File: config.mk
export PLATFORM = sky130hd
export DESIGN_NAME = mc_ctrl
export DESIGN_NICKNAME = d
export VERILOG_FILES = /design/src/rtl/mc_pkg.sv /design/src/rtl/mc_outdec.sv /design/src/rtl/mc_ctrl.sv
export SDC_FILE = /design/constraint.sdc
export NUM_CORES = 1
export LEC_CHECK = 0
export BUFFER_PORTS_ARGS = -buffer_cell sky130_fd_sc_hd__buf_2
export CORE_UTILIZATION = 40
export DETAILED_ROUTE_END_ITERATION = 16
export PLACE_DENSITY = 0.82
export SLEW_MARGIN = 10
export SYNTH_ARGS = -nofsm -noshare
export SYNTH_HDL_FRONTEND = slang
export SYNTH_SLANG_ARGS = --single-unit
export TNS_END_PERCENT = 100
File: constraint.sdc
create_clock -name CLK -period 1.9 [get_ports CLK]
set_input_delay 0.095 -clock CLK [delete_from_list [all_inputs] [get_ports CLK]]
set_output_delay 0.095 -clock CLK [all_outputs]
set_load 0.02 [all_outputs]
File: src/rtl/mc_pkg.sv
// Shared definitions for the multi-cycle MIPS-style control FSM.
// Holds the opcode constants, the state encoding and the mux/ALU select codes.
// Optional feature macro: MC_ADDI_EN. When it is defined, the IMMEX/IMMWB
// states exist and addi is supported.
package mc_pkg;

  localparam logic [5:0] OP_RTYPE = 6'b000000;
  localparam logic [5:0] OP_LW    = 6'b100011;
  localparam logic [5:0] OP_SW    = 6'b101011;
  localparam logic [5:0] OP_BEQ   = 6'b000100;
  localparam logic [5:0] OP_J     = 6'b000010;
  localparam logic [5:0] OP_ADDI  = 6'b001000;

  // Width of the enum encoding; the State port may be wider.
  localparam int unsigned ENC_W = 4;

  typedef enum logic [ENC_W-1:0] {
    S_FETCH  = 4'd0,
    S_DECODE = 4'd1,
    S_MEMADR = 4'd2,
    S_MEMRD  = 4'd3,
    S_MEMWB  = 4'd4,
    S_MEMWR  = 4'd5,
    S_EXEC   = 4'd6,
    S_ALUWB  = 4'd7,
    S_BRANCH = 4'd8,
    S_JUMP   = 4'd9
`ifdef MC_ADDI_EN
    ,
    S_IMMEX  = 4'd10,
    S_IMMWB  = 4'd11
`endif
  } state_t;

  // Encoding never produced by the next-state logic; stands in for any
  // out-of-range register contents.
  localparam logic [ENC_W-1:0] ENC_UNUSED = 4'hF;

  localparam logic [1:0] ALUOP_ADD   = 2'b00;
  localparam logic [1:0] ALUOP_SUB   = 2'b01;
  localparam logic [1:0] ALUOP_FUNCT = 2'b10;

  localparam logic [1:0] SRCB_REG    = 2'b00;
  localparam logic [1:0] SRCB_FOUR   = 2'b01;
  localparam logic [1:0] SRCB_IMM    = 2'b10;
  localparam logic [1:0] SRCB_IMMSH  = 2'b11;

  localparam logic [1:0] PCSRC_ALU    = 2'b00;
  localparam logic [1:0] PCSRC_ALUOUT = 2'b01;
  localparam logic [1:0] PCSRC_JUMP   = 2'b10;

  function automatic logic op_supported(input logic [5:0] op);
    logic ok;
    case (op)
      OP_RTYPE, OP_LW, OP_SW, OP_BEQ, OP_J: ok = 1'b1;
`ifdef MC_ADDI_EN
      OP_ADDI: ok = 1'b1;
`endif
      default: ok = 1'b0;
    endcase
    return ok;
  endfunction

endpackage

File: src/rtl/mc_outdec.sv
// Combinational Moore output decoder for mc_ctrl.
// Inputs : st (current state), mem_rdy (memory handshake, already reset-gated)
// Outputs: datapath control strobes and selects, instr_done pulse.
// Optional feature macro: MC_ADDI_EN (adds IMMEX/IMMWB decode).
module mc_outdec
  import mc_pkg::*;
(
  input  state_t     st,
  input  logic       mem_rdy,
  output logic       pc_write,
  output logic       pc_write_cond,
  output logic       i_or_d,
  output logic       mem_read,
  output logic       mem_write,
  output logic       ir_write,
  output logic       mem_to_reg,
  output logic       alu_src_a,
  output logic       reg_dst,
  output logic       reg_write,
  output logic [1:0] pc_source,
  output logic [1:0] alu_src_b,
  output logic [1:0] alu_op,
  output logic       instr_done
);

  always_comb begin
    pc_write      = 1'b0;
    pc_write_cond = 1'b0;
    i_or_d        = 1'b0;
    mem_read      = 1'b0;
    mem_write     = 1'b0;
    ir_write      = 1'b0;
    mem_to_reg    = 1'b0;
    alu_src_a     = 1'b0;
    reg_dst       = 1'b0;
    reg_write     = 1'b0;
    pc_source     = PCSRC_ALU;
    alu_src_b     = SRCB_REG;
    alu_op        = ALUOP_ADD;
    instr_done    = 1'b0;
    case (st)
      S_FETCH: begin
        mem_read  = 1'b1;
        alu_src_b = SRCB_FOUR;
        pc_write  = mem_rdy;
        ir_write  = mem_rdy;
      end
      S_DECODE: alu_src_b = SRCB_IMMSH;
      S_MEMADR: begin
        alu_src_a = 1'b1;
        alu_src_b = SRCB_IMM;
      end
      S_MEMRD: begin
        mem_read = 1'b1;
        i_or_d   = 1'b1;
      end
      S_MEMWR: begin
        mem_write  = 1'b1;
        i_or_d     = 1'b1;
        instr_done = mem_rdy;
      end
      S_MEMWB: begin
        mem_to_reg = 1'b1;
        reg_write  = 1'b1;
        instr_done = 1'b1;
      end
      S_EXEC: begin
        alu_src_a = 1'b1;
        alu_op    = ALUOP_FUNCT;
      end
      S_ALUWB: begin
        reg_dst    = 1'b1;
        reg_write  = 1'b1;
        instr_done = 1'b1;
      end
      S_BRANCH: begin
        alu_src_a     = 1'b1;
        alu_op        = ALUOP_SUB;
        pc_write_cond = 1'b1;
        pc_source     = PCSRC_ALUOUT;
        instr_done    = 1'b1;
      end
      S_JUMP: begin
        pc_write   = 1'b1;
        pc_source  = PCSRC_JUMP;
        instr_done = 1'b1;
      end
`ifdef MC_ADDI_EN
      S_IMMEX: begin
        alu_src_a = 1'b1;
        alu_src_b = SRCB_IMM;
      end
      S_IMMWB: begin
        reg_write  = 1'b1;
        instr_done = 1'b1;
      end
`endif
      default: ;
    endcase
  end

endmodule

File: src/rtl/mc_ctrl.sv
// Multi-cycle processor control FSM (Moore): state register, next-state
// logic and illegal-opcode detection; outputs decoded by mc_outdec.
// Ports: CLK, RST_N (async active-low), Op (IR[31:26]), Mem_Rdy,
//        datapath controls, Instr_Done, Illegal, State (debug, STATE_W bits).
// Optional feature macro: MC_ADDI_EN (addi support via IMMEX/IMMWB).
// STATE_W must be at least 4.
module mc_ctrl
  import mc_pkg::*;
#(
  parameter int unsigned STATE_W = 4
) (
  input  logic               CLK,
  input  logic               RST_N,
  input  logic [5:0]         Op,
  input  logic               Mem_Rdy,
  output logic               PCWrite,
  output logic               PCWriteCond,
  output logic               IorD,
  output logic               MemRead,
  output logic               MemWrite,
  output logic               IRWrite,
  output logic               MemtoReg,
  output logic               ALUSrcA,
  output logic               RegDst,
  output logic               RegWrite,
  output logic [1:0]         PCSource,
  output logic [1:0]         ALUSrcB,
  output logic [1:0]         ALUOp,
  output logic               Instr_Done,
  output logic               Illegal,
  output logic [STATE_W-1:0] State
);

  logic [STATE_W-1:0] state_q;
  state_t             cur;
  state_t             nxt;
  logic               rdy_gated;

  // Any register value with upper bits set is folded onto an unused
  // encoding so the decoders treat it as unreachable.
  always_comb begin
    if ((state_q >> ENC_W) == '0) cur = state_t'(state_q[ENC_W-1:0]);
    else                          cur = state_t'(ENC_UNUSED);
  end

  always_comb begin
    nxt = S_FETCH;
    case (cur)
      S_FETCH:  nxt = Mem_Rdy ? S_DECODE : S_FETCH;
      S_DECODE: begin
        case (Op)
          OP_LW, OP_SW: nxt = S_MEMADR;
          OP_RTYPE:     nxt = S_EXEC;
          OP_BEQ:       nxt = S_BRANCH;
          OP_J:         nxt = S_JUMP;
`ifdef MC_ADDI_EN
          OP_ADDI:      nxt = S_IMMEX;
`endif
          default:      nxt = S_FETCH;
        endcase
      end
      S_MEMADR: nxt = (Op == OP_LW) ? S_MEMRD : S_MEMWR;
      S_MEMRD:  nxt = Mem_Rdy ? S_MEMWB : S_MEMRD;
      S_MEMWR:  nxt = Mem_Rdy ? S_FETCH : S_MEMWR;
      S_EXEC:   nxt = S_ALUWB;
`ifdef MC_ADDI_EN
      S_IMMEX:  nxt = S_IMMWB;
`endif
      default:  nxt = S_FETCH;
    endcase
  end

  always_ff @(posedge CLK or negedge RST_N) begin
    if (!RST_N) state_q <= STATE_W'(S_FETCH);
    else        state_q <= STATE_W'(nxt);
  end

  // Reset gating keeps the Mem_Rdy-qualified FETCH strobes quiet in reset.
  assign rdy_gated = Mem_Rdy & RST_N;
  assign Illegal   = (cur == S_DECODE) && !op_supported(Op);
  assign State     = state_q;

  mc_outdec u_outdec (
    .st            (cur),
    .mem_rdy       (rdy_gated),
    .pc_write      (PCWrite),
    .pc_write_cond (PCWriteCond),
    .i_or_d        (IorD),
    .mem_read      (MemRead),
    .mem_write     (MemWrite),
    .ir_write      (IRWrite),
    .mem_to_reg    (MemtoReg),
    .alu_src_a     (ALUSrcA),
    .reg_dst       (RegDst),
    .reg_write     (RegWrite),
    .pc_source     (PCSource),
    .alu_src_b     (ALUSrcB),
    .alu_op        (ALUOp),
    .instr_done    (Instr_Done)
  );

endmodule

### After elaboration in Yosys (flattened, before gate mapping)

Index checks and enable logic that the tools add are counted.

* bits in registers: 4
* input bits: 9
* output and inout bits: 22
* logic and storage cells: 47

* eq/ne operators: 13
* mux-type cells: 21
* bitwise operators: 1
* reductions and logical operators: 11

Operators by type and width (count)
* case mux 4 bit (6 select lines): 1
* equality test 4 x 3 -> 1 bit (second input constant): 4
* case mux 4 bit (4 select lines): 1
* equality test 6 bit (second input constant): 2
* two-way mux 1 bit: 11
* two-way mux 3 bit: 3
* equality test 4 x 2 -> 1 bit (second input constant): 2
* equality test 4 bit (second input constant): 2
* case mux 2 bit (2 select lines): 2
* OR reduction 2 bit: 4
* equality test 6 x 2 -> 1 bit (second input constant): 1
* equality test 6 x 3 -> 1 bit (second input constant): 1
* logical NOT 6 bit: 1
* case mux 2 bit (3 select lines): 1
* OR reduction 5 bit: 1
* equality test 4 x 1 -> 1 bit (second input constant): 1
* logical NOT 4 bit: 1
* case mux 1 bit (2 select lines): 2
* OR reduction 4 bit: 1
* OR reduction 3 bit: 1
* AND 1 bit: 1
* logical AND 1 bit: 1
* logical NOT 1 bit: 1

### Longest topological paths before layout

Gate-level depths: netlist of run 1.

* depth in word-level cells: 5
* gate-level depth with buffers: 5
* mapped depth without buffers: 3

### Hierarchy

From an unflattened synthesis of run 1, not the netlist that was laid out.

* cell total of the unflattened synthesis: 67
* area, all modules: 568.0 um^2

By module, submodules not included
* mc_ctrl: times used 1, cells each 34, area each 324.1 um^2, sequential area each 100.1 um^2
* mc_outdec: times used 1, cells each 33, area each 244.0 um^2, sequential area each 0.0 um^2

### Worst setup path before layout of run 1

OpenSTA, ideal clock, no wires.

* kind: register to output
* start: register state_q[2], in the netlist State[2]
* end: output port PCSource[0]
* arrival time: 1.673 ns
* data required time: 1.805 ns
* slack: 0.132 ns
* cell stages (with the launch flop): 5
* buffers on the path: 2
* cell sequence: dfrtp_1 clkbuf_1 nand2b_1 nor3_1 buf_4

* longest elaborated chain between the ends: 2
* elaborated cells between the ends (all ways): 3
* classes of those cells: 2 x eq/ne; 1 x mux

RTL lines
* start: declaration: line mc_ctrl.sv:34 `logic [STATE_W-1:0] state_q;`
* start signal: assignment: line mc_ctrl.sv:74 `if (!RST_N) state_q <= STATE_W'(S_FETCH);`
* start signal: assignment: line mc_ctrl.sv:75 `else state_q <= STATE_W'(nxt);`
* equality test 4 bit: line mc_outdec.sv:41 `case (st)`
* case mux 2 bit (2 select lines) *: line mc_outdec.sv:41
* end: declaration: line mc_ctrl.sv:26 `output logic [1:0] PCSource,`

Every way passes the cells marked *; elsewhere a longest branch is shown, timed or not.

### Worst setup path in the final report of run 1

* start: register state_q[0], in the netlist State[0]
* end: output port PCWrite

* longest elaborated chain between the ends: 2
* elaborated cells between the ends (all ways): 3
* classes of those cells: 1 x eq/ne; 1 x mux; 1 x reduce/logical

RTL lines
* equality test 4 bit or logical NOT 4 bit (tied branches): line mc_outdec.sv:41
* case mux 1 bit (2 select lines) *: line mc_outdec.sv:41
* end: declaration: line mc_ctrl.sv:16 `output logic PCWrite,`

Marked as above.

==> metrics.txt, run 1 <==
Largest register FFs 4; TritonCTS Buffers 3; Overflow after GRT 0; RSZ-0062 raised after global routing no; internal power between 0.0002 and 0.00025 W; NumNets Final about 110; number of distinct library cells after synthesis 37; initial DRC count 15; drt drc 0; register share of total power slightly above 30%; crit-path max FO 13; htree depth 1; Die Height between 30 and 40 um; pwr dens between 400 and 500 nW/um2; Worst VDD drop around 0.00021 V; worst-margin pin slew ~0.40 ns; synthesized net count a little over 80; period utilisation layout roughly 93%; Static Leak about 0.36 nW; hpwl dp approximately 980 um; Setup CP Type register to output port; drt via density 5.53; via count around 640; setup violators final 0; Max Cap Viol 0; register bit total from synthesis 4; Setup crit end kind output port; Area Overhead vs Synth 30.6%; post-detailed-route wirelength per cell about 11 um; clock power share a little under a third; commonest non-fill, non-tap cell in the layout buf_2; Avg Inst Size Synth 7.24 um2; TNS Setup 0 ns; Final Critical Period around 1.8 ns; initial antenna violation count 0; Critical Path AT around 1.7 ns; CTS tree done; power share of the combinational group between 30% and 40%; Row Count 12; post-CTS resize count 0; Final Hold Fails 0; P_sw between 0.0001 and 0.00015 W; synthesized instance count 74; sequential element share of the synthesized area a little under a fifth; Clock Skews 0.000459 ns; Ys Warns 0; WP data required between 1.5 and 2 ns; Initial Utilization between 40% and 50%; clock sink count 4; Final ANT Viol Nets 0; Root Buffer clkbuf_4; Slew headroom about three quarters; status complete, no violations; clk buf depth 2; clk slew on worst S/H paths roughly 0.040 ns; max-slew violations 0; Fmax between 500 and 600 MHz; gr usage total a little under a fifth; Core Area roughly 1200 um2; largest net degree at the start of global routing 16; antenna cells 0; Die W about 39 um; Sw Share a little over a third; Netlist Area Pre-Place roughly 540 um2; clock latency at the later pin of the worst-skew pair around 0.23 ns; Worst Hold Class primary input to register; drt pass-1 iters 4; IO buf count 30; Die Area 1490 um2; vias in the first global route slightly below 500; fraction of layout cells with a size suffix above 1 35.3%; commonest cells after routing, fill and taps aside buf_2 (30), nor2_1 (10), nand2_1 (6), nor3_1 (5); first-pass GRT wire length approximately 2000 um; placer congestion estimate slightly above 0.8; Overall Power 0.000329 W; total wire length approximately 1300 um; IO Pins 31; Worst Setup Start Kind register
==> power by group through the flow <==
| stage | logic, W | registers, W | clock network, W |
|---|---|---|---|
| 5_1_grt | 0.000138 | 0.000102 | 0.000109 |
| 2_1_floorplan | 0.0000852 | 0.0000984 | 0 |
| 6_report | 0.000127 | 0.000100 | 0.000101 |
| 3_3_place_gp | 0.000124 | 0.000101 | 0 |
| 3_5_place_dp | 0.000125 | 0.000101 | 0 |
| 4_1_cts | 0.000128 | 0.000100 | 0.000103 |
==> metrics by stage <==
stage          worst slack, ns  hold slack, ns  utilization (%)  area [um2]  cells
3_5_place_dp             0.338         -0.0854             56.9         667    112
5_1_grt                 0.0345           0.171             59.7         699    116
4_1_cts                  0.126           0.156             59.7         699    116
2_1_floorplan            0.132          -0.201                -         536     74
6_report                 0.133           0.163             59.7         699    116
3_3_place_gp             0.390         -0.0850             56.9         667    112
==> logic make-up after synthesis <==
family,share of synthesized area [%]
AND/OR/NAND/NOR,46.5
AO/OA/AOI/OAI,21.3
buffers and inverters,10.3
flip-flops,18.7
XOR/XNOR,3.27
==> synthesized netlist by cell type (all sizes together) <==
master | number | area [um2]
nor2 | 10 | 37.5
buf | 6 | 43.8
nand2 | 6 | 22.5
nor3 | 5 | 25.0
dfrtp | 4 | 100
nand2b | 4 | 25.0
nor4 | 3 | 18.8
a211oi | 2 | 15.0
a21oi | 2 | 10.0
and3 | 2 | 12.5
clkbuf | 2 | 7.51
nor2b | 2 | 12.5
nor3b | 2 | 15.0
nor4b | 2 | 17.5
o21ai | 2 | 10.0
xor2 | 2 | 17.5
a211o | 1 | 8.76
a21boi | 1 | 7.51
and3b | 1 | 8.76
and4b | 1 | 10.0
inv | 1 | 3.75
nand3 | 1 | 5.00
nand4b | 1 | 8.76
nor4bb | 1 | 10.0
o211ai | 1 | 12.5
o21a | 1 | 7.51
o21ba | 1 | 10.0
o22ai | 1 | 6.26
o311a | 1 | 10.0
o311ai | 1 | 8.76
o31ai | 1 | 7.51
or2 | 1 | 6.26
or3 | 1 | 6.26
or4 | 1 | 7.51
==> worst max-delay path, cell delays in order, from the launching register on <==
cell	delay, ns
dfrtp_1	0.48
buf_4	0.22
or3_1	0.36
a211oi_1	0.19
buf_2	0.20
==> final timing paths <==
check / startpoint / end / slack, ns / cells after the start
max: State[0]$_DFF_PN0_ / PCWrite / 0.13 / 4
min: Op[1] / State[2]$_DFF_PN0_ / 0.16 / 2
max reg2reg: State[2]$_DFF_PN0_ / State[1]$_DFF_PN0_ / 0.31 / 3
min reg2reg: State[3]$_DFF_PN0_ / State[0]$_DFF_PN0_ / 0.59 / 1
max in group asynchronous: RST_N / State[1]$_DFF_PN0_ / 1.55 / 2
min in group asynchronous: RST_N / State[2]$_DFF_PN0_ / 0.22 / 2
==> metal layers <==
metal  up-vias  share of wire (%)  global-route usage [%]
li1        333                  -                       -
met1       282                 45                    22.3
met2        22                 49                    33.8
met3         4                4.4                    1.73
met4         0                2.0                    7.76
met5         -                  0                       0
==> layout make-up <==
class                      count  area, um2
clock buffer                   3       22.5
sequential                     4        100
fill                         121        472
inverter                       1       3.75
multi-input combinational     61        380
timing repair buffer          33        175
tap                           14       17.5
==> timing repair <==
item	CTS	global route
hold buffers	1	0
buffers inserted	0	0
endpoints found under the hold margin	4	0
(Power assumes the default switching activity.)
==> inputs of run 2 (changes only) <==
--- a/config.mk
+++ b/config.mk
@@ -6,9 +6,10 @@
 export NUM_CORES = 1
 export LEC_CHECK = 0
 export BUFFER_PORTS_ARGS = -buffer_cell sky130_fd_sc_hd__buf_2
-export CORE_UTILIZATION = 40
+export CORE_ASPECT_RATIO = 0.75
+export CORE_UTILIZATION = 27
 export DETAILED_ROUTE_END_ITERATION = 16
-export PLACE_DENSITY = 0.82
+export PLACE_DENSITY = 0.62
 export SLEW_MARGIN = 10
 export SYNTH_ARGS = -nofsm -noshare
 export SYNTH_HDL_FRONTEND = slang
==> run 2 against run 1 <==
  * Register-to-register slack better by 0.03 ns
  * Cell area up 2.5%
  * Total power up 3.3%
  * Global-route usage down 3.0 points
  * Sequential share of layout area decreased by 0.35 points
  * Routed wire length rose by 11%
  * Critical path depth is 1 lower
  * Clock skew grew 0.0036 ns
  * Sequential power increased by 4%
  * Hold slack worse by 0.024 ns
  * Combinational power is essentially flat
==> metrics.txt, run 2 (synthesis results as in run 1) <==
status complete, no violations; IO buf count 30 (unchanged); Core Area 1790 um2 (+53%); Final ANT Viol Nets 0 (unchanged); TNS Setup 0 ns (unchanged); post-CTS resize count 0 (unchanged); fraction of layout cells with a size suffix above 1 35.9% (+0.63 points); Layout fillers 199 (+64%); clock power share 32.6% (+1.8 points); clock latency at the later pin of the worst-skew pair 0.24 ns (about the same); Worst Hold Class primary input to register; hpwl dp 1130 um (+15%); Max Cap Viol 0 (unchanged); pwr dens 474 nW/um2 (+0.79%); P_sw 0.000129 W (+7.8%); drt via density 5.14 (-6.9%); Clock Skews 0.00409 ns (+0.00364 ns); clk slew on worst S/H paths 0.04 ns (about the same); Reg area 100 um2 (unchanged); drt drc 0 (unchanged); Die W 53.4 um (+38%); placer congestion estimate 0.748 (-7.0%); initial antenna violation count 0 (unchanged); register share of total power 30.6% (about the same); initial DRC count 21 (+6); Critical Path AT 1.66 ns (about the same); Initial Utilization 29.9% (-16 points); clock sink count 4 (unchanged); max-slew violations 0 (unchanged); setup violators final 0 (unchanged); TritonCTS Buffers 3 (unchanged); Setup CP Type register to output port; gr usage total 15.8% (-3.0 points); Die Height 40.6 um (+5.1%); crit-path max FO 22 (+9); Slew headroom 63.2% (-10 points); hold_buf cts 1 (unchanged); total wire length 1480 um (+11%); first-pass GRT wire length 2360 um (+18%); worst-margin pin slew 0.551 ns (+0.150 ns); Sw Share 37.9% (+1.6 points); htree depth 1 (unchanged); Worst VDD drop 0.000211 V (-1.2%); Area Overhead vs Synth 33.9%; Die Area 2170 um2 (+46%); drt pass-1 iters 4 (unchanged); Setup crit end kind output port; antenna cells 0 (unchanged); Final Critical Period 1.75 ns (-0.0171 ns); post-detailed-route wirelength per cell 11.8 um (+2.9%); area occupied by multi-input gates 380 um2 (unchanged); vias in the first global route 520 (+5.9%); internal power 0.000211 W (+0.74%); Root Buffer clkbuf_4; commonest non-fill, non-tap cell in the layout buf_2; Static Leak 0.365 nW (+1.4%); Row Count 13 (+1); largest net degree at the start of global routing 23 (+7); commonest cells after routing, fill and taps aside buf_2 (30), nor2_1 (10), nand2_1 (6), nor3_1 (5); Min Hold Slack 0.140 ns (-0.0237 ns); period utilisation layout 92.1% (-0.90 points); clk buf depth 2 (unchanged); NumNets Final 114 (+0.88%); RSZ-0062 raised after global routing no; Overflow after GRT 0 (unchanged); via count 643 (+0.31%); Largest register FFs 4 (unchanged); Worst Setup Start Kind register; CTS tree done; postcts setup bufs 0 (unchanged); WP data required 1.80 ns (about the same); IO Pins 31 (unchanged); Final Hold Fails 0 (unchanged); Fmax 571 MHz (+0.98%); power share of the combinational group 36.8% (-1.8 points)
## run 2: cell type report
class                           count  share of cell area, %
Tap cell                           22                   3.84
Multi-Input combinational cell     61                   53.1
Inverter                            1                  0.524
Timing Repair Buffer               34                   25.5
Clock buffer                        3                   3.14
Sequential cell                     4                   14.0
## run 2: worst paths after layout
kind	startpoint	to	slack, ns	cells after the start
setup / recovery	State[0]$_DFF_PN0_	PCWrite	0.15	3
hold / removal	Op[1]	State[2]$_DFF_PN0_	0.14	2
setup reg to reg	State[0]$_DFF_PN0_	State[1]$_DFF_PN0_	0.34	3
hold reg to reg	State[2]$_DFF_PN0_	State[0]$_DFF_PN0_	0.62	2
max in group asynchronous	RST_N	State[3]$_DFF_PN0_	1.56	2
min in group asynchronous	RST_N	State[2]$_DFF_PN0_	0.20	2
## run 2: metrics by stage
step	area [um2]	util, %	instances	total power [W]	setup slack, ns
2_1_floorplan	536	-	74	0.000184	0.132
3_3_place_gp	684	38.3	121	0.000227	0.390
3_5_place_dp	684	38.3	121	0.000229	0.340
4_1_cts	717	40.1	125	0.000347	0.142
5_1_grt	717	40.1	125	0.000365	0.0318
6_report	717	40.1	125	0.000340	0.150
## run 2: power by group through the flow
stage               Sequential, W  Clock, W  Combinational, W
detailed placement       0.000105         0          0.000124
CTS                      0.000104  0.000117          0.000126
global route             0.000107  0.000121          0.000138
finish                   0.000104  0.000111          0.000125
global placement         0.000104         0          0.000123
floorplan               0.0000984         0         0.0000852
## run 2: layer usage
layer  global-route usage [%]  share of wire, %  wire [um]
met4                     3.95              0.88         13
met3                     4.55               8.8        130
met5                        0                 0          0
met2                     25.3                40        594
met1                     20.8                50        739
## run 2: worst max-delay path, stage by stage (launching register included)
cell	delay [ns]
dfrtp_1	0.57
or3_1	0.45
a211oi_1	0.20
buf_2	0.20
